<file path="src/rtl/sponge_pkg.sv">
// Shared sponge types and helpers, used by the absorb and squeeze stages.
package sponge_pkg;

  localparam int SPONGE_CWIDTH = 320;
  localparam int SPONGE_RWIDTH = 32;
  localparam int SPONGE_LENW   = $clog2(SPONGE_RWIDTH + 1);

  typedef enum logic [2:0] {
    ABS_IDLE     = 3'd0,
    ABS_WAIT_BLK = 3'd1,
    ABS_PERM     = 3'd2,
    ABS_PAD      = 3'd3,
    ABS_OUTPUT   = 3'd4
  } absorb_state_t;

  // Keeps the top len message bits, appends a single 1, zeroes the rest.
  // A length of RWIDTH or more leaves the block untouched; that pad goes in a block of its own.
  function automatic logic [SPONGE_RWIDTH-1:0] pad_block(
    input logic [SPONGE_RWIDTH-1:0] blk,
    input logic [SPONGE_LENW-1:0]   len
  );
    logic [SPONGE_RWIDTH-1:0] res;
    res = '0;
    if (int'(len) >= SPONGE_RWIDTH) begin
      res = blk;
    end else begin
      for (int i = 0; i < SPONGE_RWIDTH; i++) begin
        if (i < int'(len))
          res[SPONGE_RWIDTH-1-i] = blk[SPONGE_RWIDTH-1-i];
        else if (i == int'(len))
          res[SPONGE_RWIDTH-1-i] = 1'b1;
      end
    end
    return res;
  endfunction

endpackage

</file>
<file path="src/rtl/sponge_absorb.sv">
// Absorb phase: XORs padded message blocks into the rate, runs the external
// permutation after each one, then hands {rate,capacity} to the squeeze stage.
module sponge_absorb
  import sponge_pkg::*;
#(
  parameter int CWIDTH      = SPONGE_CWIDTH,
  parameter int RWIDTH      = SPONGE_RWIDTH,
  parameter int REMAINWIDTH = 20,
  parameter int ROUND_COUNT = 10,
  parameter logic [CWIDTH+RWIDTH-1:0] IV = '0
) (
  input  logic                         clk,
  input  logic                         reset,
  input  logic                         start,
  input  logic [REMAINWIDTH-1:0]       out_bits,
  input  logic [ROUND_COUNT-1:0]       rounds,
  input  logic [RWIDTH-1:0]            msg_data,
  input  logic                         msg_valid,
  input  logic                         msg_last,
  input  logic [$clog2(RWIDTH+1)-1:0]  msg_len,
  output logic                         msg_ready,
  output logic                         perm_go,
  output logic [CWIDTH+RWIDTH-1:0]     perm_state,
  output logic [ROUND_COUNT-1:0]       perm_rounds,
  input  logic [CWIDTH+RWIDTH-1:0]     perm_result,
  input  logic                         perm_done,
  output logic [RWIDTH-1:0]            r_out,
  output logic [CWIDTH-1:0]            c_out,
  output logic [REMAINWIDTH-1:0]       remaining,
  output logic                         state_valid,
  input  logic                         squeeze_ack,
  output logic                         busy
);

  localparam int LENW = $clog2(RWIDTH + 1);
  localparam logic [LENW-1:0]   FULL_LEN = LENW'(RWIDTH);
  localparam logic [RWIDTH-1:0] PAD_BIT  = {1'b1, {(RWIDTH-1){1'b0}}};

  absorb_state_t          r_state;
  logic [RWIDTH-1:0]      r_rate;
  logic [CWIDTH-1:0]      r_cap;
  logic [REMAINWIDTH-1:0] r_remaining;
  logic [ROUND_COUNT-1:0] r_rounds;
  logic                   r_need_pad;
  logic                   r_final;

  logic                   w_in_perm;
  logic                   w_in_out;
  logic                   w_full_last;
  logic [RWIDTH-1:0]      w_blk;

  // Handshakes: a block moves when msg_valid & msg_ready at a rising edge;
  // perm_go stays high until perm_done is seen, the result loads on that edge;
  // state_valid stays high until squeeze_ack is seen.
  assign w_in_perm   = (r_state == ABS_PERM);
  assign w_in_out    = (r_state == ABS_OUTPUT);
  assign w_full_last = (msg_len >= FULL_LEN);
  assign w_blk       = msg_last ? pad_block(msg_data, msg_len) : msg_data;

  assign msg_ready   = (r_state == ABS_WAIT_BLK);
  assign perm_go     = w_in_perm;
  assign perm_state  = w_in_perm ? {r_rate, r_cap} : '0;
  assign perm_rounds = r_rounds;
  assign state_valid = w_in_out;
  assign r_out       = w_in_out ? r_rate : '0;
  assign c_out       = w_in_out ? r_cap : '0;
  assign remaining   = w_in_out ? r_remaining : '0;
  assign busy        = (r_state != ABS_IDLE);

  always_ff @(posedge clk) begin
    if (reset) begin
      r_state             <= ABS_IDLE;
      {r_rate, r_cap}     <= IV;
      r_remaining         <= '0;
      r_rounds            <= '0;
      r_need_pad          <= 1'b0;
      r_final             <= 1'b0;
    end else begin
      case (r_state)
        ABS_IDLE: begin
          if (start) begin
            {r_rate, r_cap} <= IV;
            r_remaining     <= out_bits;
            r_rounds        <= rounds;
            r_need_pad      <= 1'b0;
            r_final         <= 1'b0;
            r_state         <= ABS_WAIT_BLK;
          end
        end
        ABS_WAIT_BLK: begin
          if (msg_valid) begin
            r_rate <= r_rate ^ w_blk;
            if (msg_last) begin
              if (w_full_last) r_need_pad <= 1'b1;
              else             r_final    <= 1'b1;
            end
            r_state <= ABS_PERM;
          end
        end
        ABS_PERM: begin
          if (perm_done) begin
            {r_rate, r_cap} <= perm_result;
            if (r_need_pad)   r_state <= ABS_PAD;
            else if (r_final) r_state <= ABS_OUTPUT;
            else              r_state <= ABS_WAIT_BLK;
          end
        end
        ABS_PAD: begin
          // Full last block: the padding bit gets a block and a permutation of its own.
          r_rate     <= r_rate ^ PAD_BIT;
          r_need_pad <= 1'b0;
          r_final    <= 1'b1;
          r_state    <= ABS_PERM;
        end
        ABS_OUTPUT: begin
          if (squeeze_ack) r_state <= ABS_IDLE;
        end
        default: r_state <= ABS_IDLE;
      endcase
    end
  end

endmodule

</file>
<file path="config.mk">
export PLATFORM = sky130hd
export DESIGN_NAME = sponge_absorb
export DESIGN_NICKNAME = d
export VERILOG_FILES = /design/src/rtl/sponge_pkg.sv /design/src/rtl/sponge_absorb.sv
export SDC_FILE = /design/constraint.sdc
export NUM_CORES = 1
export LEC_CHECK = 0
export ABC_AREA = 1
export CORE_AREA = 2 2 455 457
export CTS_CLUSTER_SIZE = 8
export DETAILED_ROUTE_END_ITERATION = 7
export DIE_AREA = 0 0 457 459
export PLACE_DENSITY = 0.4
export SYNTH_ARGS = -nofsm -noshare
export SYNTH_HDL_FRONTEND = slang
export SYNTH_SLANG_ARGS = --single-unit
</file>
<file path="constraint.sdc">
create_clock -name clk -period 5 [get_ports clk]
set_input_delay 1 -clock clk [delete_from_list [all_inputs] [get_ports clk]]
set_output_delay 1 -clock clk [all_outputs]
set_load 0.02 [all_outputs]
</file>
# Yosys cells after proc, flatten, opt, wreduce, memory -nomap -nowiden
# Cells that the tools add are included.
# op_classes
magnitude_cmp,34
eq_ne,42
n_mux,93
bitwise,3
n_reduce_logical,14
# op_table
cell,n
$mux 320,3
$pmux 320 s2,1
$mux 352,1
$mux 32,6
$pmux 32 s4,1
$eq 6x6->1 const A,16
$lt 5x6->1 const A,16
$mux 1,71
$eq 5x6->1 const A,8
$lt 4x6->1 const A,8
$xor 32x32->32,1
$eq 4x6->1 const A,4
$lt 3x6->1 const A,4
$mux 20,1
$mux 3,6
$pmux 3 s5,1
$reduce_and 5->1,3
$eq 3x6->1 const A,2
$ge 6x6->1 const B,2
$lt 1x6->1 const A,2
$lt 2x6->1 const A,2
$ne 2x2->1 const B,6
$reduce_bool 3->1,3
$reduce_and 4->1,2
other kinds (13),16
# totals
regBits,387
in_bits,427
out_inout_bits,738
wordCells,194

# Longest topological paths before layout
# depth
word_depth,8
ltp_mapped,13
depth_no_buf,12

# Least setup slack after synthesis
# Ideal clock, no wire load.
# synth_timing
path_type,register -> output
from,register r_state[0]
to,output port c_out[258]
arrival_time_ns,1.861
required_time_ns,4.000
setup_slack_ns,2.139
stages_incl_launch_ff,8
path_buffers,3
path_cell_list,dfxtp_1 or2_1 nor2_1 inv_1 clkbuf_1 clkbuf_1 buf_2 nor2_1
# synth_via
elab_chain_cells,2
# synth_lines
element,line_no,rtl
from (decl),sponge_absorb.sv:39,absorb_state_t r_state;
from (signal assigned),sponge_absorb.sv:72,r_state <= ABS_IDLE;
from (signal assigned),sponge_absorb.sv:87,r_state <= ABS_WAIT_BLK;
from (signal assigned),sponge_absorb.sv:97,r_state <= ABS_PERM;
$eq 3x3->1,sponge_absorb.sv:56,assign w_in_out = (r_state == ABS_OUTPUT);
net state_valid,sponge_absorb.sv:30,"output logic state_valid,"
$mux 320,sponge_absorb.sv:66,assign c_out = w_in_out ? r_cap : '0;
to (decl),sponge_absorb.sv:28,"output logic [CWIDTH-1:0] c_out,"
# The timed path passes the listed nets, and every way through them passes these cells.

# Final worst setup path
# layout_timing
from,register r_state[1]
to,output port c_out[89]
# layout_via
elab_chain_cells,2
# layout_lines
element,line_no
$eq 3x3->1,sponge_absorb.sv:56
$mux 320,sponge_absorb.sv:66
# Every way passes these cells.

==> flow_summary.ini <==
[sta]
post-route-min-period_ns = 4.560
post-route-period-util_pct = 91.20
slew_viol_final = 0
hold_violations = 0
worstMarginPinSlew_ns = 1.267
hold_slack_ns = 0.4544
fmax_mhz = 219.3
setup_viol = 0
clock-skew-final_ns = 0.03017
slew_headroom_pct = 15.50
setup_tns_ns = 0
setup_ws_ns = 0.4398
rsz0062_at_grt = no

[route]
drtAntennaViolNets = 0
drtIter0Drc = 1594
viasPerCell = 3.560
drc = 0
finalWirelength_um = 149500
dr_total_vias = 24842
wire_per_inst_um = 21.42
dr.pass1.iters = 7

[power_and_ir_drop]
power_density_nw_per_um2 = 428.2
p_leak_nw = 11.75
totalPowerFinal_mw = 15.35
ir_worst_vdd_mv = 0.3363

[floorplanning]
core-area_sq_um = 205600
start_util_pct = 9.590
core.rowCount = 167
dieArea_sq_um = 209800
fp.dieH_um = 459
io_pins = 1165
fp.dieW_um = 457

[synth]
synthesis.nets = 3648
synth_cells = 3221
yosysWarningCount = 0
seq_area_frac_synth_pct = 39.29
yosysUniqueCellTypes = 31
synth_area_sq_um = 19720
synth_seq_cells = 387
avgSynthCellArea_sq_um = 6.122

[placed_design]
place_area_sq_um = 34290
hpwl_um = 120300
place_congestion = 0.8838
dp_cells = 6897
io_buffers = 1164
dp_slack_ns = 1.268

[finish]
multiInputGateArea_sq_um = 9346
layout-drive-gt1-share_pct = 3.542
synthToLayoutAreaGrowth_pct = 81.86
fillers = 23586
stdcell_area_sq_um = 35860
nets = 4678
final_util_pct = 17.44
fin_cells = 6979
regArea_sq_um = 7747

[setup_path]
arrival_ns = 3.56
worst_path_largest_cell_delay_ns = 0.64
crit_chain = or2_1 -> nor2_1 -> inv_8 -> buf_12 -> nor2_1 -> clkdlybuf4s50_1
cp.required_ns = 4.00
cp-end-kind = output pin
path_class = flip-flop to output pin
critical_path.max_fanout = 90
start_kind = flip-flop
crit_top_cell = nor2_1
slowest_stage = clkdlybuf4s50_1

[grt]
grt_pass1_wl_um = 198000
globalRouteTotalUtil_pct = 13.48
grt_overflow = 0
grt_max_degree = 128
first_global_vias = 24205
antenna_found_initial = 22

[cts]
cts_buffer_depth = 3
clock_latency_ns = 0.67
htree_levels = 2
post_cts_resized = 0
cts-buffers-inserted = 56
cts_setup_buffers = 0
hold_buffers = 0
cts-root-buf = clkbuf_16
clock_sinks = 387
path_clk_slew_ns = 0.05
cts_tree = yes

[job]
drv_cap = 0

[min_path]
holdCritPathClass = flip-flop to flip-flop

[outcome]
status = complete, no violations
==> logic make-up (layout without fill, tap and decap cells) <==
family | count (synthesis) | after routing | share of synthesized area, %
and+or+nand+nor | 1383 | 1383 | 27.02
xor gates and xnor gates | 1 | 1 | 0.04443
AOI/OAI and AO/OA | 787 | 787 | 20.22
buffers and inverters | 663 | 1705 | 13.43
DFF | 387 | 387 | 39.29
other | 0 | 12 | 0
==> path summary, 6_finish.rpt <==
kind,slack [ns],cells after the start,endpoint,from
max,0.44,6,c_out[89],r_state[1]$_SDFFE_PP0P_
min,0.45,2,r_remaining[13]$_SDFFE_PP0P_,r_remaining[13]$_SDFFE_PP0P_
max reg2reg,1.87,9,r_cap[228]$_SDFFE_PP0P_,r_state[2]$_SDFFE_PP0P_
min reg2reg,0.45,2,r_remaining[13]$_SDFFE_PP0P_,r_remaining[13]$_SDFFE_PP0P_
==> cells in the final DEF, fill, tap and decap left out, types with 2 or more instances in the layout <==
cell             instances
clkdlybuf4s50_1       1159
clkbuf_16               57
o211ai_1                 3
clkbuf_8                 2
a21oi_1                388
clkinv_2                 2
nor3_1                   3
nand3_1                 48
nor2_2                   5
nand4_1                  4
nand2_1                542
inv_2                    5
inv_8                    3
nand2_4                  2
dfxtp_1                387
diode_2                 12
buf_4                   46
o21ai_1                 46
o21ai_0                338
clkbuf_1                 6
nor2_4                   2
nor2_1                 770
inv_1                  408
nand3b_1                 4
buf_12                  14
a21oi_2                  6
==> cell type report <==
type | instances | area share (%)
timing repair buffer | 1219 | 34.10
tap | 2704 | 9.435
clock buffer | 65 | 4.117
clock inverter | 5 | 0.1780
antenna | 12 | 0.08374
sequential | 387 | 21.61
multi-input combinational | 2171 | 26.07
inverter | 416 | 4.417
==> metal layers <==
layer  vias up  wire [um]  track usage, %
li1      12039          -               -
met1     11528      61440           15.95
met2      1109      67120           21.48
met3       154      15360           5.780
met4        12       5512           5.104
met5         -         78               0
==> worst max-delay path, delay by kind of cell (launching register included) <==
family / cells / cell delay [ns]
buffers and inverters: 3 / 1.31
DFF: 1 / 0.35
and+or+nand+nor: 3 / 0.84
==> Yosys cell counts <==
| cell type | number | area (sq um) |
|---|---|---|
| a21oi_2 | 6 | 52.55 |
| nor2_4 | 2 | 22.52 |
| o21bai_1 | 1 | 7.510 |
| buf_4 | 10 | 75.07 |
| o21ai_0 | 338 | 1692 |
| nand2_4 | 2 | 22.52 |
| nand3_1 | 48 | 240.2 |
| inv_1 | 409 | 1535 |
| inv_2 | 6 | 22.52 |
| nor3_1 | 3 | 15.01 |
| nand2_1 | 543 | 2038 |
| or2_1 | 1 | 6.260 |
| buf_2 | 79 | 395.4 |
| xor2_1 | 1 | 8.760 |
| dfxtp_1 | 387 | 7747 |
| nor2_1 | 770 | 2890 |
| nor2_2 | 5 | 31.28 |
| buf_6 | 3 | 33.78 |
| o211ai_1 | 3 | 22.52 |
| clkbuf_1 | 154 | 578.1 |
| a21oi_1 | 388 | 1942 |
| a221oi_1 | 1 | 8.760 |
| o31ai_1 | 1 | 7.510 |
| buf_1 | 1 | 3.750 |
| o21ai_2 | 2 | 17.52 |
| a31oi_1 | 1 | 6.260 |
| o21ai_1 | 46 | 230.2 |
| clkinv_1 | 1 | 3.750 |
| nand2_2 | 1 | 6.260 |
| nand4_1 | 4 | 25.02 |
| nand3b_1 | 4 | 30.03 |
==> flip-flops by register name (all words and copies together) (netlist names) <==
register,cells
perm_rounds,10
r_cap,320
r_final,1
r_need_pad,1
r_rate,32
r_remaining,20
r_state,3
==> power breakdown <==
group | switching [mW] | internal (mW) | total, mW
registers | 0.536 | 4.16 | 4.70
clock network | 1.58 | 2.04 | 3.62
logic | 4.94 | 2.09 | 7.03
total | 7.06 | 8.30 | 15.4
No activity file was read; power rests on OpenSTA's default activity.
